**src/rtl/frame_pcie_buf_pkg.sv**
```systemverilog
// Shared constants and read-FSM state type for the
// frame-to-PCIe ping-pong buffer controller.
package frame_pcie_buf_pkg;

  localparam int PIX_W      = 16;
  localparam int WORD_W     = 128;
  localparam int WR_AW      = 12;
  localparam int RD_AW      = 9;
  localparam int HALF_PIX   = 2048;
  localparam int HALF_WORDS = 256;

  typedef enum logic [1:0] {
    IDLE,
    REQ,
    STREAM
  } rd_state_t;

endpackage

```
**src/rtl/frame_pcie_rd_skid.sv**
```systemverilog
// 2-entry FIFO between the RAM read port and the TX stream.
// Ports: push/push_data in, pop in, head out, count out.
module frame_pcie_rd_skid
  import frame_pcie_buf_pkg::*;
#(
  parameter int W = WORD_W
) (
  input  logic         clk,
  input  logic         rst,
  input  logic         push,
  input  logic [W-1:0] push_data,
  input  logic         pop,
  output logic [W-1:0] head,
  output logic [1:0]   count
);

  logic [W-1:0] mem0;
  logic [W-1:0] mem1;
  logic         wptr;
  logic         rptr;

  assign head = rptr ? mem1 : mem0;

  always_ff @(posedge clk or posedge rst) begin
    if (rst) begin
      mem0  <= '0;
      mem1  <= '0;
      wptr  <= 1'b0;
      rptr  <= 1'b0;
      count <= '0;
    end else begin
      if (push) begin
        if (wptr) mem1 <= push_data;
        else      mem0 <= push_data;
        wptr <= ~wptr;
      end
      if (pop) rptr <= ~rptr;
      count <= count + 2'(push) - 2'(pop);
    end
  end

endmodule

```
**src/rtl/frame_pcie_buf_ctrl.sv**
```systemverilog
// Ping-pong controller: packs pixels into two RAM halves and
// streams each full half to the DMA as 128-bit words.
// Ports: pix_* in, ram_wr_*/ram_rd_* RAM, dma_* req/ack,
// tx_* word stream, half_full status.
module frame_pcie_buf_ctrl
  import frame_pcie_buf_pkg::*;
(
  input  logic              clk,
  input  logic              rst,
  input  logic [PIX_W-1:0]  pix_data,
  input  logic              pix_valid,
  output logic              pix_ready,
  input  logic              pix_sof,
  output logic              ram_wr_en,
  output logic [WR_AW-1:0]  ram_wr_addr,
  output logic [PIX_W-1:0]  ram_wr_data,
  output logic [RD_AW-1:0]  ram_rd_addr,
  input  logic [WORD_W-1:0] ram_rd_data,
  output logic              dma_req,
  output logic              dma_half,
  input  logic              dma_ack,
  output logic [WORD_W-1:0] tx_data,
  output logic              tx_valid,
  input  logic              tx_ready,
  output logic              tx_last,
  output logic [1:0]        half_full
);

  // write side
  logic             wr_sel;
  logic [WR_AW-2:0] wcnt;
  logic [WR_AW-2:0] widx;
  logic             accept;
  logic             wr_done;

  assign pix_ready = ~half_full[wr_sel];
  assign accept    = pix_valid & pix_ready;
  // sof restarts the half at index 0
  assign widx      = pix_sof ? '0 : wcnt;
  assign wr_done   = accept &
                     (widx == (WR_AW-1)'(HALF_PIX-1));

  assign ram_wr_en   = accept;
  assign ram_wr_addr = accept ? {wr_sel, widx} : '0;
  assign ram_wr_data = accept ? pix_data : '0;

  always_ff @(posedge clk or posedge rst) begin
    if (rst) begin
      wr_sel <= 1'b0;
      wcnt   <= '0;
    end else if (accept) begin
      if (wr_done) begin
        wr_sel <= ~wr_sel;
        wcnt   <= '0;
      end else begin
        wcnt <= widx + 1'b1;
      end
    end
  end

  // read side
  rd_state_t        state;
  logic             rd_sel;
  logic [RD_AW-1:0] rcnt;
  logic [7:0]       ocnt;
  logic             in_flight;
  logic [1:0]       fcount;
  logic [2:0]       occ;
  logic             pop;
  logic             issue;
  logic             rd_done;
  logic [1:0]       hf_set;
  logic [1:0]       hf_clr;

  assign tx_valid = (fcount != 2'd0);
  assign tx_last  = tx_valid &
                    (ocnt == 8'(HALF_WORDS-1));
  assign pop      = tx_valid & tx_ready;
  assign rd_done  = pop & tx_last;

  // words buffered or still coming back from the RAM
  assign occ   = 3'(fcount) + 3'(in_flight);
  assign issue = (state == STREAM) &
                 (rcnt != RD_AW'(HALF_WORDS)) &
                 (occ < 3'd2 + 3'(pop));

  assign ram_rd_addr = {rd_sel, rcnt[RD_AW-2:0]};

  assign hf_set = {wr_done & wr_sel, wr_done & ~wr_sel};
  assign hf_clr = {rd_done & rd_sel, rd_done & ~rd_sel};

  always_ff @(posedge clk or posedge rst) begin
    if (rst) half_full <= 2'b00;
    else     half_full <= (half_full & ~hf_clr) | hf_set;
  end

  always_ff @(posedge clk or posedge rst) begin
    if (rst) begin
      state     <= IDLE;
      rd_sel    <= 1'b0;
      rcnt      <= '0;
      ocnt      <= '0;
      in_flight <= 1'b0;
      dma_req   <= 1'b0;
      dma_half  <= 1'b0;
    end else begin
      in_flight <= issue;
      if (issue) rcnt <= rcnt + 1'b1;
      if (pop)   ocnt <= ocnt + 1'b1;
      unique case (state)
        IDLE: begin
          if (half_full[rd_sel]) begin
            state    <= REQ;
            dma_req  <= 1'b1;
            dma_half <= rd_sel;
          end
        end
        REQ: begin
          if (dma_ack) begin
            state    <= STREAM;
            dma_req  <= 1'b0;
            dma_half <= 1'b0;
          end
        end
        STREAM: begin
          if (rd_done) begin
            state  <= IDLE;
            rd_sel <= ~rd_sel;
            rcnt   <= '0;
          end
        end
        default: state <= IDLE;
      endcase
    end
  end

  frame_pcie_rd_skid #(.W(WORD_W)) u_skid (
    .clk       (clk),
    .rst       (rst),
    .push      (in_flight),
    .push_data (ram_rd_data),
    .pop       (pop),
    .head      (tx_data),
    .count     (fcount)
  );

endmodule

```
**config.mk**
```make
export PLATFORM = sky130hd
export DESIGN_NAME = frame_pcie_buf_ctrl
export DESIGN_NICKNAME = d
export VERILOG_FILES = /design/src/rtl/frame_pcie_buf_pkg.sv /design/src/rtl/frame_pcie_rd_skid.sv /design/src/rtl/frame_pcie_buf_ctrl.sv
export SDC_FILE = /design/constraint.sdc
export NUM_CORES = 1
export LEC_CHECK = 0
export CORE_ASPECT_RATIO = 1.5
export CORE_MARGIN = 1.5
export CORE_UTILIZATION = 40
export CTS_BUF_LIST = sky130_fd_sc_hd__clkbuf_16
export DETAILED_ROUTE_END_ITERATION = 16
export HOLD_SLACK_MARGIN = 0.03
export PLACE_DENSITY = 0.71
export SETUP_SLACK_MARGIN = 0.02
export SYNTH_ARGS = -nofsm -noshare
export SYNTH_HDL_FRONTEND = slang
export SYNTH_SLANG_ARGS = --single-unit
```
**constraint.sdc**
```tcl
create_clock -name clk -period 14.18 [get_ports clk]
set_clock_uncertainty 0.2 [all_clocks]
set_input_delay 1.418 -clock clk [delete_from_list [all_inputs] [get_ports clk]]
set_output_delay 1.418 -clock clk [all_outputs]
set_load 0.005 [all_outputs]
```
# After elaboration in Yosys (flattened, before gate mapping)
# Index checks and enable logic that the tools add are counted.
totals:
  register_bits: 297
  in_bits: 150
  out_inout_bits: 173
  elab_cells: 82
classes:
  addsub: 7
  order_cmp: 3
  eq_ne: 8
  n_mux: 21
  bitwise: 19
  reduce_logical: 9
ops:
  columns: ["operator", "n"]
  rows:
  - ["$mux 128", 1]
  - ["$mux 9", 3]
  - ["$mux 11", 2]
  - ["$mux 16", 1]
  - ["$mux 12", 1]
  - ["$add 11x1->11 const B", 1]
  - ["$and 1x1->1", 11]
  - ["$eq 11x11->1 const B", 1]
  - ["$add 9x1->9 const B", 1]
  - ["$ne 9x9->1 const B", 1]
  - ["$add 8x1->8 const B", 1]
  - ["$eq 8x8->1 const B", 1]
  - ["$reduce_and 2->1", 4]
  - ["$mux 1", 7]
  - ["$mux 2", 3]
  - ["$ne 2x2->1 const B", 3]
  - ["$pmux 2 s3", 1]
  - ["$reduce_and 3->1", 2]
  - ["$not 1->1", 5]
  - ["$lt 1x2->1 const B", 2]
  - ["$pmux 1 s2", 2]
  - ["$reduce_bool 2->1", 2]
  - ["$add 2x1->3", 1]
  - ["$add 2x1->3 const A", 1]
  - ["9 further kinds", 9]

# Depth between registers and ports, before layout
# Gate-level depths: netlist of run 1.
depth:
  ltp_word: 8
  mapped_depth: 7
  depth_no_buf: 7

# Modules after synthesis
# From an unflattened synthesis of run 1, not the netlist that was laid out.
hier_totals:
  cells_unflattened: 947
  hier_area_um2: 14572.7
modules_own_cells:
  columns: ["module", "instances", "cells_each", "area_per_inst_um2", "seq_area_each_um2"]
  rows:
  - ["frame_pcie_rd_skid", 1, 697, 12263.0, 6506.2]
  - ["frame_pcie_buf_ctrl", 1, 250, 2309.7, 925.9]

# Worst setup path after synthesis of run 1
# Ideal clock, no wire load.
synth_timing:
  path_type: "in2out"
  startpoint: "input pix_sof"
  endpoint: "output ram_wr_addr[10]"
  arrival_time_ns: 2.246
  required_ns: 12.562
  path_slack_ns: 10.316
  path_stages: 4
  path_buffers: 2
  cell_sequence: "clkbuf_1 > clkbuf_1 > nor2_1 > and2_1"
synth_via:
  elab_chain_cells: 2
synth_rtl:
  columns: ["element", "line_no", "text"]
  rows:
  - ["from (decl)", "frame_pcie_buf_ctrl.sv:13", "input logic pix_sof,"]
  - ["$mux 11", "frame_pcie_buf_ctrl.sv:39", "assign widx = pix_sof ? '0 : wcnt;"]
  - ["$mux 12", "frame_pcie_buf_ctrl.sv:44", "assign ram_wr_addr = accept ? {wr_sel, widx} : '0;"]
  - ["to (decl)", "frame_pcie_buf_ctrl.sv:15", "output logic [WR_AW-1:0] ram_wr_addr,"]
# Every way passes these cells.

# Worst setup path after layout of run 1
layout_timing:
  startpoint: "input pix_valid"
  endpoint: "output ram_wr_addr[9]"
layout_via:
  elab_chain_cells: 2
layout_rtl:
  columns: ["element", "line_no", "text"]
  rows:
  - ["from (decl)", "frame_pcie_buf_ctrl.sv:11", "input logic pix_valid,"]
  - ["$and 1x1->1", "frame_pcie_buf_ctrl.sv:37", "assign accept = pix_valid & pix_ready;"]
  - ["$mux 12", "frame_pcie_buf_ctrl.sv:44", null]
# Every way passes these cells.

==> results.cfg, run 1 <==
[hold_path]
min_to = ocnt[5]$_DFFE_PP0P_
worstHoldStart = ocnt[5]$_DFFE_PP0P_
worst_hold_path.num_cells = 1
min-delay-path-class = flip-flop to flip-flop

[die]
design.core.area_um2 = 32700
die_width_um = 152
placementRows = 81
floorplan.die.height_um = 227
die_area_um2 = 34500
num_io_pins = 323
initial_core_utilization = 0.408

[route]
drt_pre_antenna_iters = 4
avgRoutedWirePerCell_um = 18.5
post_detailed_route_drc_marker_count = 0
num_vias = 8668
drc_violation_total_after_the_first_tritonroute_iteration = 273
postRouteAntennaNets = 0
wirelength_um = 31000
detail_route.vias_per_cell = 5.16

[yosys]
yosys_register_bits = 297
synth_top_area_frac = 0.556
synth_xor_area_frac = 0.00787
synth_largest_area_cell = dfrtp_1
synthesis.nets = 1102
synth-edff-count = 0
yosys.area_share.simple = 0.0543
synth-warning-count = 0
proportion_of_register_bits_with_asynchronous_set_or_reset_after_synthesis = 1.00
mux_contribution_to_synthesized_area = 0.327
synth_ff_type = dfrtp_1
average_instance_area_after_synthesis_um2 = 14.2
netlist_instances = 944
synth.area.top_cells = dfrtp_1, mux2_2, buf_2
synth.yosys.seq_area_share = 0.556
synth_area_in_compound_gates = 0.0200
largest_family_of_logic_cells_by_synthesized_area = multiplexers
mappedNetlistArea_um2 = 13400
netlist-cell-type-count = 43
synth-adder-area-share = 0.00749

[clock_tree]
cts.htree.levels = 1
root_cell_of_the_clock_tree = clkbuf_16
clockBufferDepth = 3
ctsResizeCount = 0
clk_transition_reported_paths_ps = 60
cts_sinks = 297
cts_tree = built
cts_buffers = 29
clock_insertion_delay_worst_skew_ps = 550
hold_buffers = 0
cts_setup_buffers = 0

[worst_setup_path]
worst_r2r_endpoint = u_skid.mem0[79]$_DFFE_PP0P_
timing.critical_path.max_delay_family = buffers and inverters
crit_chain = clkdlybuf4s50_1 -> nand2_1 -> nor2_1 -> and2_1 -> clkdlybuf4s50_1
timing.critical_path.required_ps = 12560
setup.worst_path.start_class = input port
worstPathArrival_ps = 3860
timing.critical_path.buf_inv = 2
cp-end-kind = output port
launch_point_of_the_worst_reg_to_reg_path = in_flight$_DFF_PP0_
reg2reg_depth = 4
cp_common_cell = clkdlybuf4s50_1
regToRegSetupSlack_ps = 10950
worst_path_largest_cell_delay_ps = 840
crit_slowest_cell = clkdlybuf4s50_1
critical_path_peak_fanout = 24
criticalPathCategory = input port to output port

[final_layout]
num-nets-final = 1402
drive_above_1_share = 0.348
area.growth.synth_to_final_pct = 33.0
fin_util = 0.543

[timing]
final-max-slew-violation-count = 0
timing_worst_slew_pin_value_ps = 988
clock.fmax_mhz = 183
fin_tns_setup_ps = 0
finalSetupViolCount = 0
final_min_period_over_clock_period = 0.386
grt_setup_unrepaired = no
finalHoldViolCount = 0
max_slew_margin = 0.341
finalWorstPathRequiredPeriod_ps = 5480
postLayoutSetupSlackWorst_ps = 8700

[status]
run_status = complete, no violations

[placement]
portBuffers = 322
gp_congestion = 0.794
pre_cts_slack_ps = 8680
detailedPlacementHpwl_um = 20900

[grt]
grt_overflow_total = 0
antenna_found_initial = 0
first_global_vias = 9215
grt_util_all_layers = 0.177
pin_count_of_the_biggest_net_entering_global_routing = 163
first_pass_grt_wire_length_um = 49700

[pwr]
max-vdd-ir-drop_uv = 110
cellLeakagePower_nw = 7.31
power_per_cell_area_nw_per_um2 = 226

[run]
cap_violations = 0
routing by layer:
layer | GRT usage | vias up | part of all wire
met5 | 0 | - | 0
met4 | 0.0567 | 0 | 0.024
met3 | 0.0296 | 38 | 0.052
met2 | 0.316 | 244 | 0.52
met1 | 0.218 | 4391 | 0.41
li1 | - | 3995 | -
cell families after synthesis:
logic type | after synthesis
adders and majority gates | 8
xor gates and xnor gates | 12
DFF | 297
buffers and inverters | 72
AOI/OAI and AO/OA | 42
and+or+nand+nor | 124
muxes | 389
registers in the layout, summed over array words and instances (netlist names), 2 cells and up:
register,count
u_skid.mem0,128
u_skid.count,2
u_skid.mem1,128
ocnt,8
half_full,2
wcnt,11
state,2
rcnt,9
cell type report:
class | instances | area, µm²
clock buffers | 29 | 726
flip-flops and latches | 297 | 7440
fillers | 2763 | 15000
inverters | 12 | 52.6
clock inverters | 22 | 155
diodes | 1 | 2.50
well taps | 415 | 519
multi-input cells | 575 | 5590
repair buffers | 329 | 3290
cell usage in the layout, fill, tap and decap left out, types with 2 or more instances in the layout:
cell,count
a21oi_1,14
and3_1,24
nand2_1,29
clkdlybuf4s50_1,322
nor4_1,3
and3b_1,2
buf_4,6
dfrtp_1,296
nor2_1,6
and2_1,6
clkinv_1,7
nand4_1,7
ha_1,8
mux2_2,384
clkbuf_16,29
nand2b_1,3
nor4bb_1,2
mux2i_1,5
and4b_1,2
o21ai_0,13
inv_1,15
and4_1,4
or4_1,5
clkinv_2,6
nand3_1,8
nor2b_1,4
nand3b_1,2
o31ai_1,8
bufinv_16,2
nor3_1,4
or3_1,6
clkinvlp_4,2
xnor2_1,11
synthesized netlist by cell type, types with 2 or more instances:
| cell | number |
|---|---|
| o21ai_0 | 13 |
| and4_1 | 4 |
| buf_4 | 10 |
| and3_1 | 24 |
| nand3_1 | 8 |
| or3_1 | 6 |
| a21oi_1 | 14 |
| and4b_1 | 2 |
| nor2b_1 | 5 |
| mux2i_1 | 5 |
| inv_1 | 11 |
| nor2_1 | 6 |
| nor3_1 | 4 |
| mux2_2 | 384 |
| buf_2 | 40 |
| nand4_1 | 7 |
| nor4bb_1 | 2 |
| and2_1 | 6 |
| ha_1 | 8 |
| dfrtp_1 | 297 |
| nor4_1 | 3 |
| o31ai_1 | 8 |
| and3b_1 | 2 |
| nand2b_1 | 3 |
| nand3b_1 | 2 |
| or4_1 | 5 |
| clkbuf_1 | 10 |
| xnor2_1 | 11 |
| nand2_1 | 30 |
worst max path at each step:
stage               slack [ps]  startpoint  depth (start not counted)              endpoint
floorplan                 4360         rst                          1  dma_half$_DFFE_PP0P_
global placement          8740   pix_valid                          5        ram_wr_addr[2]
detailed placement        8680   pix_valid                          5        ram_wr_addr[9]
CTS                       8680   pix_valid                          5        ram_wr_addr[9]
global route              8350   pix_valid                          5        ram_wr_addr[9]
finish                    8700   pix_valid                          5        ram_wr_addr[9]
report_power, final:
part,switching (mW),internal (mW)
Clock,0.320,0.406
Combinational,0.595,1.20
Sequential,0.244,1.26
Total,1.16,2.87
per-stage QoR:
step,power (mW),std cells,area [µm²],hold slack (ps)
2_1_floorplan,2.47,944,13400,238
5_1_grt,4.27,1679,17800,301
3_5_place_dp,3.34,1628,16900,258
6_report,4.02,1680,17800,277
4_1_cts,4.08,1679,17800,271
3_3_place_gp,3.28,1628,16900,253
Note: power is estimated with default switching activity, not from simulation.
==> inputs of run 2 (changes only) <==
Settings changed: PLACE_DENSITY 0.71 to 0.73.
Clock period 14.18 ns to 4.9 ns, I/O delays scaled along.
==> run 2 against run 1 <==
  * Register-to-register slack worse by 8500 ps
  * Routed wire length up 1.4%
  * Sequential share of layout area down 0.48 points
  * Sequential cell count unchanged
  * Combinational power rose to 2.9 times the previous value
  * Non-clock buffer count up 2
  * Utilization up 0.63 points
==> results.cfg, run 2 (synthesis results as in run 1) <==
[timing]
max_slew_margin = 0.462
grt_setup_unrepaired = no
finalSetupViolCount = 0
final_min_period_over_clock_period = 0.742
finalHoldViolCount = 0
clock.fmax_mhz = 275
finalWorstPathRequiredPeriod_ps = 3640
timing_worst_slew_pin_value_ps = 805
fin_tns_setup_ps = 0
final-max-slew-violation-count = 0

[grt]
grt_util_all_layers = 0.178
grt_overflow_total = 0
antenna_found_initial = 4
pin_count_of_the_biggest_net_entering_global_routing = 123
first_global_vias = 9311
first_pass_grt_wire_length_um = 50000

[clock_tree]
clockBufferDepth = 3
root_cell_of_the_clock_tree = clkbuf_16
cts.htree.levels = 1
cts_buffers = 30
cts_tree = built
hold_buffers = 0
cts_setup_buffers = 0
clock_insertion_delay_worst_skew_ps = 550
clk_transition_reported_paths_ps = 60
cts_sinks = 297
ctsResizeCount = 0

[worst_setup_path]
regToRegSetupSlack_ps = 2500
cp-end-kind = output port
worstPathArrival_ps = 2950
worst_r2r_endpoint = u_skid.mem0[118]$_DFFE_PP0P_
critical_path_peak_fanout = 24
setup.worst_path.start_class = input port
critical_path.startpoint = pix_valid
timing.critical_path.required_ps = 4210
criticalPathCategory = input port to output port
launch_point_of_the_worst_reg_to_reg_path = in_flight$_DFF_PP0_
reg2reg_depth = 3
critPathCapture = ram_wr_addr[9]

[pwr]
power_per_cell_area_nw_per_um2 = 664
max-vdd-ir-drop_uv = 471
cellLeakagePower_nw = 7.39

[final_layout]
most-common-layout-cells = mux2_2, clkdlybuf4s50_1, dfrtp_1
area.growth.synth_to_final_pct = 34.5
most_common_cell_after_layout_fill_and_taps_aside = mux2_2
drive_above_1_share = 0.351
fin_util = 0.549
num-nets-final = 1405
largestRegisters = u_skid.mem0: 128 flops, u_skid.mem1: 128 flops, wcnt: 11 flops

[die]
floorplan.die.height_um = 227
placementRows = 81
design.core.area_um2 = 32700
die_area_um2 = 34500
initial_core_utilization = 0.408
num_io_pins = 323
die_width_um = 152

[route]
postRouteAntennaNets = 0
num_vias = 8699
post_detailed_route_drc_marker_count = 0
detail_route.vias_per_cell = 5.15
drt_pre_antenna_iters = 4
avgRoutedWirePerCell_um = 18.6
wirelength_um = 31500
drc_violation_total_after_the_first_tritonroute_iteration = 260

[placement]
gp_congestion = 0.779
detailedPlacementHpwl_um = 21400
portBuffers = 322

[status]
run_status = complete, no violations

[run]
cap_violations = 0

[hold_path]
min-delay-path-class = input port to async pin
[run 2: cell types whose count changed in the layout (fill, tap and decap cells not counted), sizes merged]
cell      change
clkinvlp      +1
diode         +4
clkbuf        +2
clkinv        -1
inv           -1
buf           +2
bufinv        +3
[run 2: worst min path at each step]
stage	startpoint	endpoint	slack (ps)
2_1_floorplan	ocnt[7]$_DFFE_PP0P_	ocnt[7]$_DFFE_PP0P_	240
3_3_place_gp	ocnt[5]$_DFFE_PP0P_	ocnt[5]$_DFFE_PP0P_	250
3_5_place_dp	ocnt[5]$_DFFE_PP0P_	ocnt[5]$_DFFE_PP0P_	260
4_1_cts	rst	u_skid.mem0[13]$_DFFE_PP0P_	240
5_1_grt	ocnt[5]$_DFFE_PP0P_	ocnt[5]$_DFFE_PP0P_	290
6_report	rst	u_skid.mem0[13]$_DFFE_PP0P_	230
[run 2: critical path, stage by stage]
cell and delay (ps):
clkdlybuf4s50_1 840, nand2_1 590, nor2_1 350, and2_1 170
clkdlybuf4s50_1 490
[run 2: through the flow]
stage          hold WS [ps]  instance area (µm²)  worst slack, ps  std cells  power (mW)
5_1_grt                 285                18000              976       1689        12.6
2_1_floorplan           238                13400              265        944        7.15
6_report                234                18000             1260       1690        11.9
3_3_place_gp            253                16900             1320       1630        9.53
4_1_cts                 240                18000             1270       1685        12.1
3_5_place_dp            259                16900             1280       1630        9.69
[run 2: layer usage]
metal / global-route usage / wire [µm] / vias to the layer above
met5: 0 / 0 / -
met4: 0.0767 / 1050 / 0
met3: 0.0319 / 1590 / 49
met2: 0.323 / 16400 / 265
met1: 0.206 / 12400 / 4372
li1: - / - / 4013
[run 2: final cells by class]
| type | count | area (µm²) |
|---|---|---|
| Multi-Input combinational cell | 575 | 5590 |
| Inverter | 12 | 48.8 |
| Antenna cell | 5 | 12.5 |
| Tap cell | 415 | 519 |
| Sequential cell | 297 | 7440 |
| Clock buffer | 31 | 776 |
| Clock inverter | 24 | 240 |
| Fill cell | 2720 | 14800 |
| Timing Repair Buffer | 331 | 3350 |
[run 2: power by group]
part / total (mW) / switching (mW) / internal (mW)
clock: 2.35 / 0.949 / 1.40
combinational: 5.26 / 1.76 / 3.50
sequential: 4.33 / 0.688 / 3.64
